**src/rtl/mc_datapath.sv**
```systemverilog
// Multicycle 16-bit datapath: PC, IR, 16x16 register file, A/B/ALUOut/MDR holding
// registers and ALU, sequenced by an external controller through per-state strobes.
module mc_datapath #(
  parameter logic [15:0] PC_RESET = 16'h0000,
  parameter bit          R0_ZERO  = 1'b1
) (
  input  logic        clk,
  input  logic        reset,
  input  logic [2:0]  state,
  input  logic        IRWrite,
  input  logic        PCWrite,
  input  logic        RegWrite,
  input  logic        MemWrite,
  input  logic [3:0]  ALUop,
  output logic [3:0]  opcode,
  output logic [15:0] mem_addr,
  output logic [15:0] mem_wdata,
  output logic        mem_we,
  input  logic [15:0] mem_rdata,
  output logic [15:0] pc,
  output logic        zero,
  input  logic [3:0]  dbg_addr,
  output logic [15:0] dbg_data
);

  localparam int unsigned W    = 16;
  localparam int unsigned NREG = 16;
  localparam int unsigned RA_W = 4;

  localparam logic [2:0] ST_FETCH  = 3'd0;
  localparam logic [2:0] ST_DECODE = 3'd1;
  localparam logic [2:0] ST_EXEC   = 3'd2;
  localparam logic [2:0] ST_MEM    = 3'd3;
  localparam logic [2:0] ST_WB     = 3'd4;

  localparam logic [3:0] OP_ADD = 4'h0;
  localparam logic [3:0] OP_SUB = 4'h1;
  localparam logic [3:0] OP_AND = 4'h2;
  localparam logic [3:0] OP_OR  = 4'h3;
  localparam logic [3:0] OP_XOR = 4'h4;
  localparam logic [3:0] OP_SLT = 4'h5;
  localparam logic [3:0] OP_LW  = 4'h6;
  localparam logic [3:0] OP_SW  = 4'h7;
  localparam logic [3:0] OP_SHL = 4'h8;
  localparam logic [3:0] OP_SHR = 4'h9;
  localparam logic [3:0] OP_LI  = 4'hA;

  logic [W-1:0]    pc_q, pc_d;
  logic [W-1:0]    ir_q, ir_d;
  logic [W-1:0]    a_q, a_d;
  logic [W-1:0]    b_q, b_d;
  logic [W-1:0]    alu_q, alu_d;
  logic [W-1:0]    mdr_q, mdr_d;
  logic [W-1:0]    rf_q [NREG];

  logic [RA_W-1:0] f_rd, f_rs, f_rt, b_addr;
  logic [7:0]      f_imm8;
  logic [W-1:0]    rd_a, rd_b, wb_data;
  logic [W-1:0]    alu_opb, alu_res;
  logic            slt_lt;
  logic            state_ok;
  logic            rf_we;

  // Instruction fields
  assign opcode = ir_q[15:12];
  assign f_rd   = ir_q[11:8];
  assign f_rs   = ir_q[7:4];
  assign f_rt   = ir_q[3:0];
  assign f_imm8 = ir_q[7:0];

  // Stores read their data register through the B port, addressed by rd
  assign b_addr = (opcode == OP_SW) ? f_rd : f_rt;

  assign rd_a     = (R0_ZERO && f_rs == '0)     ? '0 : rf_q[f_rs];
  assign rd_b     = (R0_ZERO && b_addr == '0)   ? '0 : rf_q[b_addr];
  assign dbg_data = (R0_ZERO && dbg_addr == '0) ? '0 : rf_q[dbg_addr];

  assign wb_data  = (opcode == OP_LW) ? mdr_q : alu_q;
  assign state_ok = (state <= ST_WB);

  // ALU: second operand is an immediate for LW/SW/LI, else B
  always_comb begin
    alu_opb = b_q;
    unique case (ALUop)
      OP_LW, OP_SW: alu_opb = {{(W-4){1'b0}}, f_rt};
      OP_LI:        alu_opb = {{(W-8){1'b0}}, f_imm8};
      default:      alu_opb = b_q;
    endcase
  end

  assign slt_lt = ($signed(a_q) < $signed(alu_opb));

  always_comb begin
    alu_res = a_q;
    unique case (ALUop)
      OP_ADD:       alu_res = a_q + alu_opb;
      OP_SUB:       alu_res = a_q - alu_opb;
      OP_AND:       alu_res = a_q & alu_opb;
      OP_OR:        alu_res = a_q | alu_opb;
      OP_XOR:       alu_res = a_q ^ alu_opb;
      OP_SLT:       alu_res = {{(W-1){1'b0}}, slt_lt};
      OP_LW, OP_SW: alu_res = a_q + alu_opb;
      OP_SHL:       alu_res = a_q << b_q[3:0];
      OP_SHR:       alu_res = a_q >> b_q[3:0];
      OP_LI:        alu_res = alu_opb;
      default:      alu_res = a_q;
    endcase
  end

  // Next-state for the holding registers; strobes are honoured in any defined state
  always_comb begin
    pc_d  = pc_q;
    ir_d  = ir_q;
    a_d   = a_q;
    b_d   = b_q;
    alu_d = alu_q;
    mdr_d = mdr_q;
    rf_we = 1'b0;
    if (state_ok) begin
      if (IRWrite) ir_d = mem_rdata;
      if (PCWrite) pc_d = pc_q + W'(1);
      rf_we = RegWrite && !(R0_ZERO && f_rd == '0);
      unique case (state)
        ST_DECODE: begin
          a_d = rd_a;
          b_d = rd_b;
        end
        ST_EXEC:  alu_d = alu_res;
        ST_MEM:   mdr_d = mem_rdata;
        default:  ;
      endcase
    end
  end

  always_ff @(posedge clk or posedge reset) begin
    if (reset) begin
      pc_q  <= PC_RESET;
      ir_q  <= '0;
      a_q   <= '0;
      b_q   <= '0;
      alu_q <= '0;
      mdr_q <= '0;
    end else begin
      pc_q  <= pc_d;
      ir_q  <= ir_d;
      a_q   <= a_d;
      b_q   <= b_d;
      alu_q <= alu_d;
      mdr_q <= mdr_d;
    end
  end

  always_ff @(posedge clk or posedge reset) begin
    if (reset) begin
      for (int i = 0; i < NREG; i++) rf_q[i] <= '0;
    end else if (rf_we) begin
      rf_q[f_rd] <= wb_data;
    end
  end

  // Memory interface; write enable is gated by reset so an aborted store never lands
  assign mem_addr  = (state == ST_FETCH) ? pc_q : alu_q;
  assign mem_wdata = b_q;
  assign mem_we    = MemWrite && (state == ST_MEM) && !reset;

  assign pc   = pc_q;
  assign zero = (alu_q == '0);

endmodule

```
**config.mk**
```make
export PLATFORM = sky130hd
export DESIGN_NAME = mc_datapath
export DESIGN_NICKNAME = d
export VERILOG_FILES = /design/src/rtl/mc_datapath.sv
export SDC_FILE = /design/constraint.sdc
export NUM_CORES = 1
export LEC_CHECK = 0
export CAP_MARGIN = 20
export CORE_ASPECT_RATIO = 0.75
export CORE_UTILIZATION = 39
export CTS_BUF_LIST = sky130_fd_sc_hd__clkbuf_16
export CTS_CLUSTER_SIZE = 30
export DETAILED_ROUTE_END_ITERATION = 8
export GPL_TIMING_DRIVEN = 0
export RECOVER_POWER = 25
export SYNTH_ARGS = -nofsm -noshare
export SYNTH_HDL_FRONTEND = slang
export SYNTH_SLANG_ARGS = --single-unit
```
**constraint.sdc**
```tcl
create_clock -name clk -period 14.7 [get_ports clk]
set_clock_uncertainty 0.15 [all_clocks]
set_input_delay 2.94 -clock clk [delete_from_list [all_inputs] [get_ports clk]]
set_output_delay 2.94 -clock clk [all_outputs]
set_load 0.02 [all_outputs]
```
==> results by group <==
STA
  • Worst slew margin: -287.6%
  • Total Neg Setup Slack: 0 ns
  • Hold Fails Final Rpt: 0
  • Slew Viols, Final: roughly 160
  • Final worst-path cycle share: 68.58%
  • RSZ-0062 raised after global routing: no
  • Slew @ Worst Pin: ~5.8 ns
  • Hold slack: approximately 0.33 ns
  • Final setup vio count: 0
  • F_max: 99.20 MHz
  • Period minus WS final: slightly above 10 ns

Yosys
  • Syn Std Cell Area: 23310 um2
  • Synthesis Warnings: 0
  • Syn avg cell area: 9.736 um2
  • Main synth FF type: dfrtp_1
  • Synth top area share: 37.79%
  • Post-synth EDFFs: 0
  • #FFs+latches synth: 352
  • Yosys cell types: 75
  • Synth async-reset ratio: 100.0%
  • Cells after synthesis: 2394
  • Register area share after synthesis: 37.79%
  • Net Count, Synth: approximately 2500
  • Synth top area cells: dfrtp_1, mux4_2, nand2_1, o21ai_0, mux2_2
  • Dominant cell type by area after synthesis: dfrtp_1

Floorplanning
  • Core footprint: 58960 um2
  • Initial core utilization: about 40%
  • Die width: 284.3 um
  • # rows: 77
  • Total die area: between 60000 and 70000 um2
  • I/O pin total: 103
  • Die height: 213.7 um

Run
  • Total of max-cap violations: 2

Global route
  • First-pass GRT wire length: between 150000 and 200000 um
  • Vias in the first global route: 20904
  • Initial antenna violation count: 19
  • Largest net degree at the start of global routing: 102
  • Grt total ovfl: 0
  • Total track usage: 40.36%

Power
  • Final Power: ~5.6 mW
  • Lkg Pwr: around 11 nW
  • Maximum vdd ir drop: 0.09320 mV
  • PD cells: 207.5 nW/um2

Worst setup path
  • CP Max Fanout: a little over 100
  • CP Launch Type: input pin
  • Worst path bufs/invs: 3
  • FF-to-FF End: alu_q[10]
  • WP data arrival: 9.20 ns
  • Crit Path Class: in2async
  • CP max stage delay: 4.13 ns
  • Endpoint class of the critical path: asynchronous set/reset pin
  • Crit path launch: reset
  • Reg2Reg Setup Slack: 8.61 ns
  • Top delay family on crit path: buffers and inverters
  • Critical path required time: approximately 14 ns
  • Worst r2r src: ir_q[4]
  • Worst R2R Path Depth: 14
  • Worst-path cell chain: dlygate4sd3_1 > clkinvlp_2 > clkbuf_1
  • Slowest cell on the critical path: clkbuf_1

Clock tree
  • Clk Latency, worst-skew pair: 0.60 ns
  • CTS Buffer Depth: 3
  • Root Driver: clkbuf_16
  • Post-CTS sizing: 0
  • CTS buffer count: between 40 and 50
  • H-tree depth reported by CTS: 2
  • Clk slew on worst S/H paths: 0.07 ns
  • Hold Buf Count CTS: 0
  • Postcts setup bufs: 0
  • TritonCTS clock tree: built
  • Clock Sinks: 352

Final layout
  • Post-layout util: 45.53%
  • Layout overhead on the synthesized area: 15.18%
  • Finished Cell Area: 26840 um2
  • Commonest non-fill, non-tap cell in the layout: nand2_1
  • Layout cell share with drive strength beyond 1: between 10% and 20%
  • Nets: 2651
  • Most frequent cells in the layout: nand2_1, dfrtp_1, o21ai_0, mux4_2, clkbuf_1

Place
  • Routability congestion estimate: 1.032
  • Placed Area: 25520 um2
  • Port Buffers: 96
  • HPWL Detailed: 96810 um

Drt
  • Drt drc: 0
  • Routed len/inst: 36.23 um
  • Starting DRC count in detailed routing: 3777
  • Total wire length: 122700 um
  • Pre-antenna DRT Iters: 6
  • Vias/cell: between 6 and 7
  • ANT nets after route: 0
  • Vias: 22273

Worst hold path
  • Hold Crit Class: reg2reg
  • Hold Path Depth: 1
  • Sink of the worst hold path: rf_q[242]
  • Hold_sp: rf_q[242]

Status
  • Status: finished, violations left
  • Failing checks: max-capacitance violations, max-slew violations
## sequential cells by signal, summed over array words and instances, names as in the netlist
signal / cells
a_q: 16
alu_q: 16
ir_q: 16
mdr_q: 16
mem_wdata: 16
pc: 16
rf_q: 256
## layout make-up
class / count / area, um2
fill: 5748 / 32120
multi-input combinational: 1759 / 13370
sequential: 352 / 8808
timing repair buffer: 125 / 1244
clock buffer: 42 / 1051
tap: 790 / 988.4
buffer: 211 / 873.3
inverter: 72 / 271.5
clock inverter: 31 / 230.2
antenna: 5 / 12.51
## worst reg2reg max path, delay by kind of cell (launching register included)
family	cells	cell delay (ns)
adders and majority gates	1	0.36
AOI/OAI and AO/OA	6	2.17
xor gates and xnor gates	1	0.08
buffers and inverters	5	2.66
DFF	1	0.34
and+or+nand+nor	1	0.20
## Yosys cell counts (26+ instances only)
cell type and number:
nand2_1 509, dfrtp_1 352, o21ai_0 290, mux4_2 189
clkbuf_1 150, nor2_1 89, a21oi_1 75, inv_1 71
mux2_2 63, nand3_1 60, ha_1 54, buf_2 37
mux2i_1 36, a211oi_1 35, nor3_1 29, o22ai_1 28
a31oi_1 27, nor2b_1 26
## routing by layer
metal  global-route usage, %  wire (um)  vias to the layer above
met1                   58.78      53760                    11483
met2                   53.17      47460                     1484
met4                   10.72       3565                        8
met5                       0        102                        -
li1                        -          -                     9080
met3                   18.34      17830                      218
## power by group
part | total (mW) | switching (mW) | internal, mW
clock | 1.01 | 0.452 | 0.556
combinational | 2.74 | 1.70 | 1.03
sequential | 1.83 | 0.506 | 1.32
## worst max-delay path by stage
stage | endpoint | depth (start not counted) | slack [ns]
4_1_cts | dbg_data[15] | 6 | 5.33
5_1_grt | rf_q[128] | 3 | 3.38
6_report | rf_q[166] | 3 | 4.62
2_1_floorplan | a_q[0] | 1 | 1.85
3_3_place_gp | rf_q[64] | 2 | -2.85
3_5_place_dp | dbg_data[15] | 6 | 5.32
## per-stage QoR
stage                     instances  setup slack (ns)
after CTS                      3374             5.330
after floorplan                2394             1.846
after global placement         3280            -2.851
final                          3387             4.619
after global routing           3383             3.379
after detailed placement       3301             5.323
## cells by family after synthesis
| kind of cell | synth area share (%) |
|---|---|
| and+or+nand+nor | 15.22 |
| AOI/OAI and AO/OA | 15.07 |
| DFF | 37.79 |
| muxes | 23.11 |
| buffers and inverters | 4.901 |
| adders and majority gates | 3.071 |
| xor gates and xnor gates | 0.8267 |
Power figures use the tool's default switching activity.
